## config.mk

```make
export PLATFORM = sky130hd
export DESIGN_NAME = req_encoder_16_4_flat
export DESIGN_NICKNAME = d
export VERILOG_FILES = /design/src/rtl/cpu_pkg.sv /design/src/rtl/req_encoder_16_4_if.sv /design/src/rtl/prio_pick.sv /design/src/rtl/req_encoder_16_4.sv /design/src/flat_wrapper.sv
export SDC_FILE = /design/constraint.sdc
export NUM_CORES = 1
export LEC_CHECK = 0
export BUFFER_PORTS_ARGS = -buffer_cell sky130_fd_sc_hd__buf_2
export CELL_PAD_IN_SITES_DETAIL_PLACEMENT = 0
export CELL_PAD_IN_SITES_GLOBAL_PLACEMENT = 2
export CORE_AREA = 3 3 103 105
export CTS_BUF_LIST = sky130_fd_sc_hd__clkbuf_4 sky130_fd_sc_hd__clkbuf_8
export CTS_CLUSTER_SIZE = 40
export DETAILED_ROUTE_END_ITERATION = 10
export DIE_AREA = 0 0 106 108
export GPL_ROUTABILITY_DRIVEN = 0
export GPL_TIMING_DRIVEN = 1
export PLACE_DENSITY = 0.82
export SLEW_MARGIN = 30
export SYNTH_ARGS = -nofsm -noshare
export SYNTH_HDL_FRONTEND = slang
export SYNTH_HIERARCHICAL = 1
export SYNTH_SLANG_ARGS = --single-unit
```

## constraint.sdc

```tcl
create_clock -name clk -period 2.9 [get_ports clk]
set_input_delay 0 -clock clk [delete_from_list [all_inputs] [get_ports clk]]
set_output_delay 0 -clock clk [all_outputs]
set_load 0.02 [all_outputs]
```

## src/rtl/cpu_pkg.sv

```systemverilog
// cpu_pkg: shared request-encoder sizes and FSM state type
package cpu_pkg;
  localparam int REQ_N = 16;
  localparam int REQ_W = 4;
  typedef enum logic {IDLE, PRESENT} enc_state_t;
endpackage

```

## src/rtl/req_encoder_16_4_if.sv

```systemverilog
// req_encoder_16_4_if: request lines, code handshake and status of the request encoder
interface req_encoder_16_4_if;
  import cpu_pkg::*;
  logic [REQ_N-1:0] req;
  logic [REQ_N-1:0] pending;
  logic [REQ_W-1:0] out_idx;
  logic out_ready;
  logic out_valid;
  logic dup_req;
  modport master (input req, out_ready, output out_valid, out_idx, pending, dup_req);
  modport slave (output req, out_ready, input out_valid, out_idx, pending, dup_req);
endinterface

```

## src/rtl/prio_pick.sv

```systemverilog
// prio_pick: first set bit of vec searching upward from start, wrapping to 0
module prio_pick
  import cpu_pkg::*;
(
  input  logic [REQ_N-1:0] vec,
  input  logic [REQ_W-1:0] start,
  output logic [REQ_W-1:0] idx,
  output logic             any
);
  assign any = |vec;
  always_comb begin
    idx = '0;
    for (int i = REQ_N - 1; i >= 0; i--)
      if (vec[start + REQ_W'(i)]) idx = start + REQ_W'(i);
  end
endmodule

```

## src/rtl/req_encoder_16_4.sv

```systemverilog
// req_encoder_16_4: latches one-hot requests and presents one pending index per valid/ready transfer
module req_encoder_16_4
  import cpu_pkg::*;
#(
  parameter bit ROUND_ROBIN = 1'b0
) (
  input logic clk,
  input logic rst_n,
  req_encoder_16_4_if.master bus
);
  enc_state_t state, state_n;
  logic [REQ_N-1:0] pending_q, acc_mask, eligible;
  logic [REQ_W-1:0] idx_q, idx_n, rr_ptr, pick;
  logic valid_q, valid_n, dup_q, acc, any;
  assign acc = valid_q && bus.out_ready;
  assign acc_mask = acc ? REQ_N'(1) << idx_q : '0;
  assign eligible = pending_q & ~acc_mask;
  prio_pick u_pick (
    .vec  (eligible),
    .start(ROUND_ROBIN ? rr_ptr : REQ_W'(0)),
    .idx  (pick),
    .any  (any)
  );
  // Without ready the presented code is frozen, even if a higher-priority line arrives.
  always_comb begin
    state_n = state;
    idx_n = idx_q;
    valid_n = valid_q;
    if (state == IDLE || acc) begin
      state_n = any ? PRESENT : IDLE;
      valid_n = any;
      idx_n = any ? pick : idx_q;
    end
  end
  always_ff @(posedge clk or negedge rst_n) begin
    if (!rst_n) begin
      state <= IDLE;
      pending_q <= '0;
      idx_q <= '0;
      valid_q <= 1'b0;
      dup_q <= 1'b0;
      rr_ptr <= '0;
    end else begin
      state <= state_n;
      pending_q <= eligible | bus.req;
      idx_q <= idx_n;
      valid_q <= valid_n;
      dup_q <= |(bus.req & eligible);
      rr_ptr <= acc ? idx_q + 1'b1 : rr_ptr;
    end
  end
  assign bus.pending = pending_q;
  assign bus.out_idx = idx_q;
  assign bus.out_valid = valid_q;
  assign bus.dup_req = dup_q;
endmodule

```

## src/flat_wrapper.sv

```systemverilog
// flat-port wrapper written by rule: the top's interface ports become plain ports
module req_encoder_16_4_flat import cpu_pkg::*;
#(
  parameter bit ROUND_ROBIN = 1'b0
)
  (clk, rst_n, bus_req, bus_out_ready, bus_out_valid, bus_out_idx, bus_pending, bus_dup_req);
  req_encoder_16_4_if bus_i ();
  input logic clk;
  input logic rst_n;
  input wire logic [$bits(bus_i.req)-1:0] bus_req;
  input wire logic [$bits(bus_i.out_ready)-1:0] bus_out_ready;
  output wire logic [$bits(bus_i.out_valid)-1:0] bus_out_valid;
  output wire logic [$bits(bus_i.out_idx)-1:0] bus_out_idx;
  output wire logic [$bits(bus_i.pending)-1:0] bus_pending;
  output wire logic [$bits(bus_i.dup_req)-1:0] bus_dup_req;
  assign bus_i.req = bus_req;
  assign bus_i.out_ready = bus_out_ready;
  assign bus_out_valid = bus_i.out_valid;
  assign bus_out_idx = bus_i.out_idx;
  assign bus_pending = bus_i.pending;
  assign bus_dup_req = bus_i.dup_req;
  req_encoder_16_4 #(.ROUND_ROBIN(ROUND_ROBIN)) u_core (.clk(clk), .rst_n(rst_n), .bus(bus_i));
endmodule
```

======== Yosys cells after proc, flatten, opt, wreduce, memory -nomap -nowiden ========
Index checks and enable logic that the tools add are counted.
operators by class
  shift operators ......................... 1
  mux-type cells .......................... 18
  bitwise operators ....................... 5
  reduce and logical (&&, ||, !) cells .... 5
operator list
  operator              count
  $mux 4                16
  $and 16x16->16        2
  $reduce_or 16->1      2
  $mux 16               1
  $not 16->16           1
  $or 16x16->16         1
  $shl 1x4->16 const A  1
  $reduce_and 2->1      1
  $logic_and 1x1->1     1
  $logic_or 1x1->1      1
  $mux 1                1
  $not 1->1             1
word-level totals
  register bits after elaboration ......... 23
  input port bits ......................... 19
  word-level logic and storage cells ...... 34

======== Logic depth before layout (Yosys ltp) ========
  depth in word-level cells ............... 20
  mapped depth ............................ 15
  gate-level depth less buffers ........... 10

======== Modules after synthesis ========
The synthesis kept the hierarchy.
by module, submodules not included
  module            times used  cells an instance  area each (um2)  sequential area each (um2)
  prio_pick         1           255                2,229.6          0.0
  req_encoder_16_4  1           107                1,158.6          550.5

======== Worst setup path after synthesis ========
Ideal clock, no wire load.
  path type ............................... reg2reg
  start point ............................. register u_core.idx_q[1] (netlist: u_core/bus.out_idx[1])
  end point ............................... register u_core.idx_q[3] (netlist: u_core/bus.out_idx[3])
  setup time .............................. 65 ps
  data arrival time ....................... 3,123 ps
  slack ................................... -288 ps
  stages on the path, launching flop included .. 13
  path buffers ............................ 2
  clock period less this slack ............ 3,188 ps
  path through ............................ dfrtp_1 > buf_4 > nor2b_1 > buf_2 > a21boi_0 > mux4_2 > mux2_2 > a211oi_4 > nand3b_1 > a2111oi_1 > o311ai_1 > a21oi_1 > mux2_2
RTL lines
  item                     RTL line                text
  from (decl)              req_encoder_16_4.sv:13  logic [REQ_W-1:0] idx_q, idx_n, rr_ptr, pick;
  from (signal assigned)   req_encoder_16_4.sv:46  idx_q <= idx_n;
  $shl 1x4->16             req_encoder_16_4.sv:16  assign acc_mask = acc ? REQ_N'(1) << idx_q : '0;
  $mux 16                  req_encoder_16_4.sv:16
  $not 16->16              req_encoder_16_4.sv:17  assign eligible = pending_q & ~acc_mask;
  $and 16x16->16           req_encoder_16_4.sv:17
  net u_core.eligible[14]  req_encoder_16_4.sv:12  logic [REQ_N-1:0] pending_q, acc_mask, eligible;
  $mux 4 (15 in a row)     prio_pick.sv:14         if (vec[start + REQ_W'(i)]) idx = start + REQ_W'(i);
  net u_core.pick[3]       req_encoder_16_4.sv:13
The timed path passes the listed nets, and every way through them passes these cells.
A chain may end at the register's enable or synchronous reset.

======== Worst setup path after layout ========
  start point ............................. register u_core.idx_q[3] (netlist: u_core/bus.out_idx[3])
  end point ............................... register u_core.idx_q[2] (netlist: u_core/bus.out_idx[2])
RTL lines
  item                    RTL line
  $shl 1x4->16            req_encoder_16_4.sv:16
  $mux 16                 req_encoder_16_4.sv:16
  $not 16->16             req_encoder_16_4.sv:17
  $and 16x16->16          req_encoder_16_4.sv:17
  net u_core.eligible[0]  req_encoder_16_4.sv:12
  $mux 4                  prio_pick.sv:14
  net u_core.pick[2]      req_encoder_16_4.sv:13
The timed path passes the listed nets, and every way through them passes these cells.

==> impl_metrics.csv <==
group,metric,value,unit
grt,track_usage,0.211,
floorplanning,rows,36,
power,seqPwrFrac,0.189,
yosys,syn_area,3390,µm²
yosys,ys.flop_type,"dfrtp_1",
sta,tightest_slew,565,ps
critical_path,crit_chain,"buf_4 > and4bb_4 > a21boi_1 > mux4_2 > mux2i_4 > mux2_4 > nand2b_4 > a2111o_1 > o311ai_1 > o211ai_1 > mux2_2",
critical_path,path_depth,11,
placement,post_dp_cell_area,4360,µm²
sta,hold_violations,0,
yosys,yosys.area.top_type,"mux4_2",
critical_path,r2r_cells,11,
worst_hold_path,holdPathStages,4,
yosys,synth_top_area_frac,0.193,
route,vias_per_cell,5.70,
worst_hold_path,hp-class,"in2reg",
critical_path,required,3060,ps
yosys,synthCells,362,
layout,design_area,4840,µm²
route,drt-total-wl,12.0,mm
cts,clk_latency,270,ps
critical_path,worstPathArrival,3240,ps
grt,grt_remaining_overflow,0,
cts,cts_buffers,3,
critical_path,crit_path_start_kind,"register",
run_status,violations,"setup timing",
sta,setup_slack,-181,ps
route,wl_per_cell,18.7,µm
critical_path,crit_end,"u_core/bus.out_idx[2]",
yosys,yosysMostFrequentCell,"nand2_1",
floorplanning,die-area,11400,µm²
route,vias,3666,
yosys,yosysUniqueCellTypes,67,
yosys,synth_commonest_cells,"nand2_1, mux4_2, a21oi_1, mux2i_1, dfrtp_1",
critical_path,timing.reg2reg.setup_slack,-180,ps
critical_path,r2r_end,"u_core/bus.out_idx[2]",
floorplanning,io_pins,41,
grt,grt_pass1_wl,19.4,mm
floorplanning,die_w,106,µm
sta,fmax,325,MHz
yosys,synth_area_leaders,"mux4_2, dfrtp_1, mux2i_1",
floorplanning,die_y,108,µm
cts,cts_sinks,22,
layout,fill_cells,955,
sta,finalSetupViolCount,4,
grt,antenna_found_initial,0,
yosys,ys_async_sr_fraction,1.00,
yosys,seq_area_frac_synth,0.162,
power,swShare,0.427,
sta,grt_setup_unrepaired,"true",
run_status,status,"finished with violations",
layout,nets,537,
flow_run,maxCapViolations,0,
cts,clockRootBuffer,"clkbuf_8",
critical_path,startpoint,"u_core/bus.out_idx[3]",
critical_path,crit_type,"reg2reg",
power,power_frac_comb,0.694,
route,drtIter0Drc,307,
grt,grt_pass1_vias,3591,
power,ir_drop,0.215,mV
route,route.detailed.drc,0,
route,drt_pre_antenna_iters,4,
sta,setup_tns,-636,ps
critical_path,critical_path.max_fanout,6,
sta,period_share,1.06,
cts,clk_pin_slew,80,ps
critical_path,cp_slowest_cell,"mux4_2",
sta,clock-skew-final,4.18,ps
critical_path,end_kind,"register",
sta,drv_slew,0,
critical_path,critPathMaxStageDelay,510,ps
yosys,ys_warn_count,6,
placement,io_buffers,40,
power,p_clk_frac,0.116,
layout,diodes,0,
cts,cts_tree,"done",
yosys,post_synth.cell_area_avg,9.36,µm²
cts,cts_max_path_buffers,2,
layout,syn_to_final_growth,42.9,%
power,switchingPower,0.821,mW
layout,layout-drive-gt1-share,0.478,
sta,finalCriticalPeriod,3080,ps
cts,htreeDepth,1,
yosys,synth-seq-cells,22,
power,p_leak,1.97,nW
route,detail-route-antenna-nets,0,
critical_path,crit_family,"multiplexers",
floorplanning,core-area,9730,µm²
power,power_density,397,nW/µm²
critical_path,path_buf_inv,1,
yosys,synth_edf_count,0,
grt,grt_max_degree,29,
sta,relSlewSlack,0.620,
placement,hpwl,9.42,mm
power,p_int,1.10,mW
floorplanning,start_util,0.348,
critical_path,rr_startpoint,"u_core/bus.out_idx[3]",
## stage by stage
step / util / cells / total power, mW / setup slack [ps] / hold WS [ps]
after CTS: 0.487 / 639 / 1.83 / -164 / 137
after floorplan: - / 372 / 1.08 / -73.4 / -296
final: 0.498 / 643 / 1.92 / -181 / 151
after detailed placement: 0.448 / 612 / 1.52 / -281 / 11.3
after global placement: 0.448 / 612 / 1.51 / -260 / 0.646
after global routing: 0.498 / 643 / 2.04 / -292 / 175
## worst register-to-register path: cells and delay by family (launching register included)
family | cells | cell delay [ps]
DFF | 1 | 400
muxes | 4 | 1190
and+or+nand+nor | 2 | 500
AOI/OAI and AO/OA | 4 | 740
buffers and inverters | 1 | 150
## cells by family after synthesis
family / count (synthesis) / share of synthesized area
AO/OA/AOI/OAI: 99 / 0.213
buffers and inverters: 37 / 0.0594
multiplexers: 70 / 0.323
XOR/XNOR: 11 / 0.0307
AND/OR/NAND/NOR: 115 / 0.184
flip-flops: 22 / 0.162
adder cells (fa/ha/maj): 7 / 0.0258
other: 1 / 0.00111
## what timing repair did
item	CTS	global route
gates resized for setup	29	16
pin swaps	16	11
setup endpoints to repair	4	4
hold endpoints to repair	38	0
hold buffers	17	0
buffers inserted	7	4
gates cloned	0	0
## worst min path at each step
stage,start,end,slack [ps]
after floorplan,rst_n,u_core/bus.dup_req,-300
after global placement,rst_n,u_core/bus.pending[8],0.6
after detailed placement,rst_n,u_core/bus.pending[1],10
after CTS,bus_out_ready,u_core/state,140
after global routing,bus_out_ready,u_core/state,170
final,bus_out_ready,u_core/state,150
## sequential cells by signal, indices dropped and copies added (netlist names)
| signal | flops |
|---|---|
| u_core/state | 1 |
| u_core/bus.pending | 16 |
| u_core/bus.dup_req | 1 |
| u_core/bus.out_idx | 4 |
## layout by cell type, fill, tap and decap left out, types with 4 or more instances in the layout
cell	instances
nor3_1	6
mux4_2	30
inv_1	15
mux2i_1	20
and2_1	4
or2_1	4
nand2_1	33
a21oi_1	26
a2111oi_2	4
buf_6	5
nand3_1	5
a21boi_2	4
mux2_2	7
nand2b_1	5
nor4_1	8
a21boi_1	7
dfrtp_1	18
or2_2	13
dlygate4sd3_1	17
a31oi_1	5
nor2_1	13
dfrtp_2	4
nand4_1	5
ha_1	7
buf_2	40
clkbuf_8	4
mux2i_2	6
o211ai_1	4
xnor2_1	7
buf_4	89
conb_1	11
o21ai_0	11
mux2_4	5
## power groups by stage
| stage | clock (mW) | sequential (mW) | combinational, mW |
|---|---|---|---|
| final | 0.224 | 0.364 | 1.34 |
| after global routing | 0.243 | 0.368 | 1.43 |
| after CTS | 0.231 | 0.367 | 1.23 |
| after detailed placement | 0 | 0.370 | 1.15 |
| after global placement | 0 | 0.369 | 1.14 |
| after floorplan | 0 | 0.398 | 0.685 |
## metal layers
metal	wire [µm]	GRT usage
met5	0	0
met4	91	0.0278
met3	748	0.0346
met2	5770	0.350
met1	5410	0.299
## final cells by class
cell class	count	area, µm²	area share
Sequential cell	22	556	0.115
Tap cell	133	166	0.0344
Clock buffer	4	55.1	0.0114
Timing Repair Buffer	152	1110	0.230
Multi-Input combinational cell	313	2880	0.594
Inverter	19	72.6	0.0150
Power figures use the tool's default switching activity.
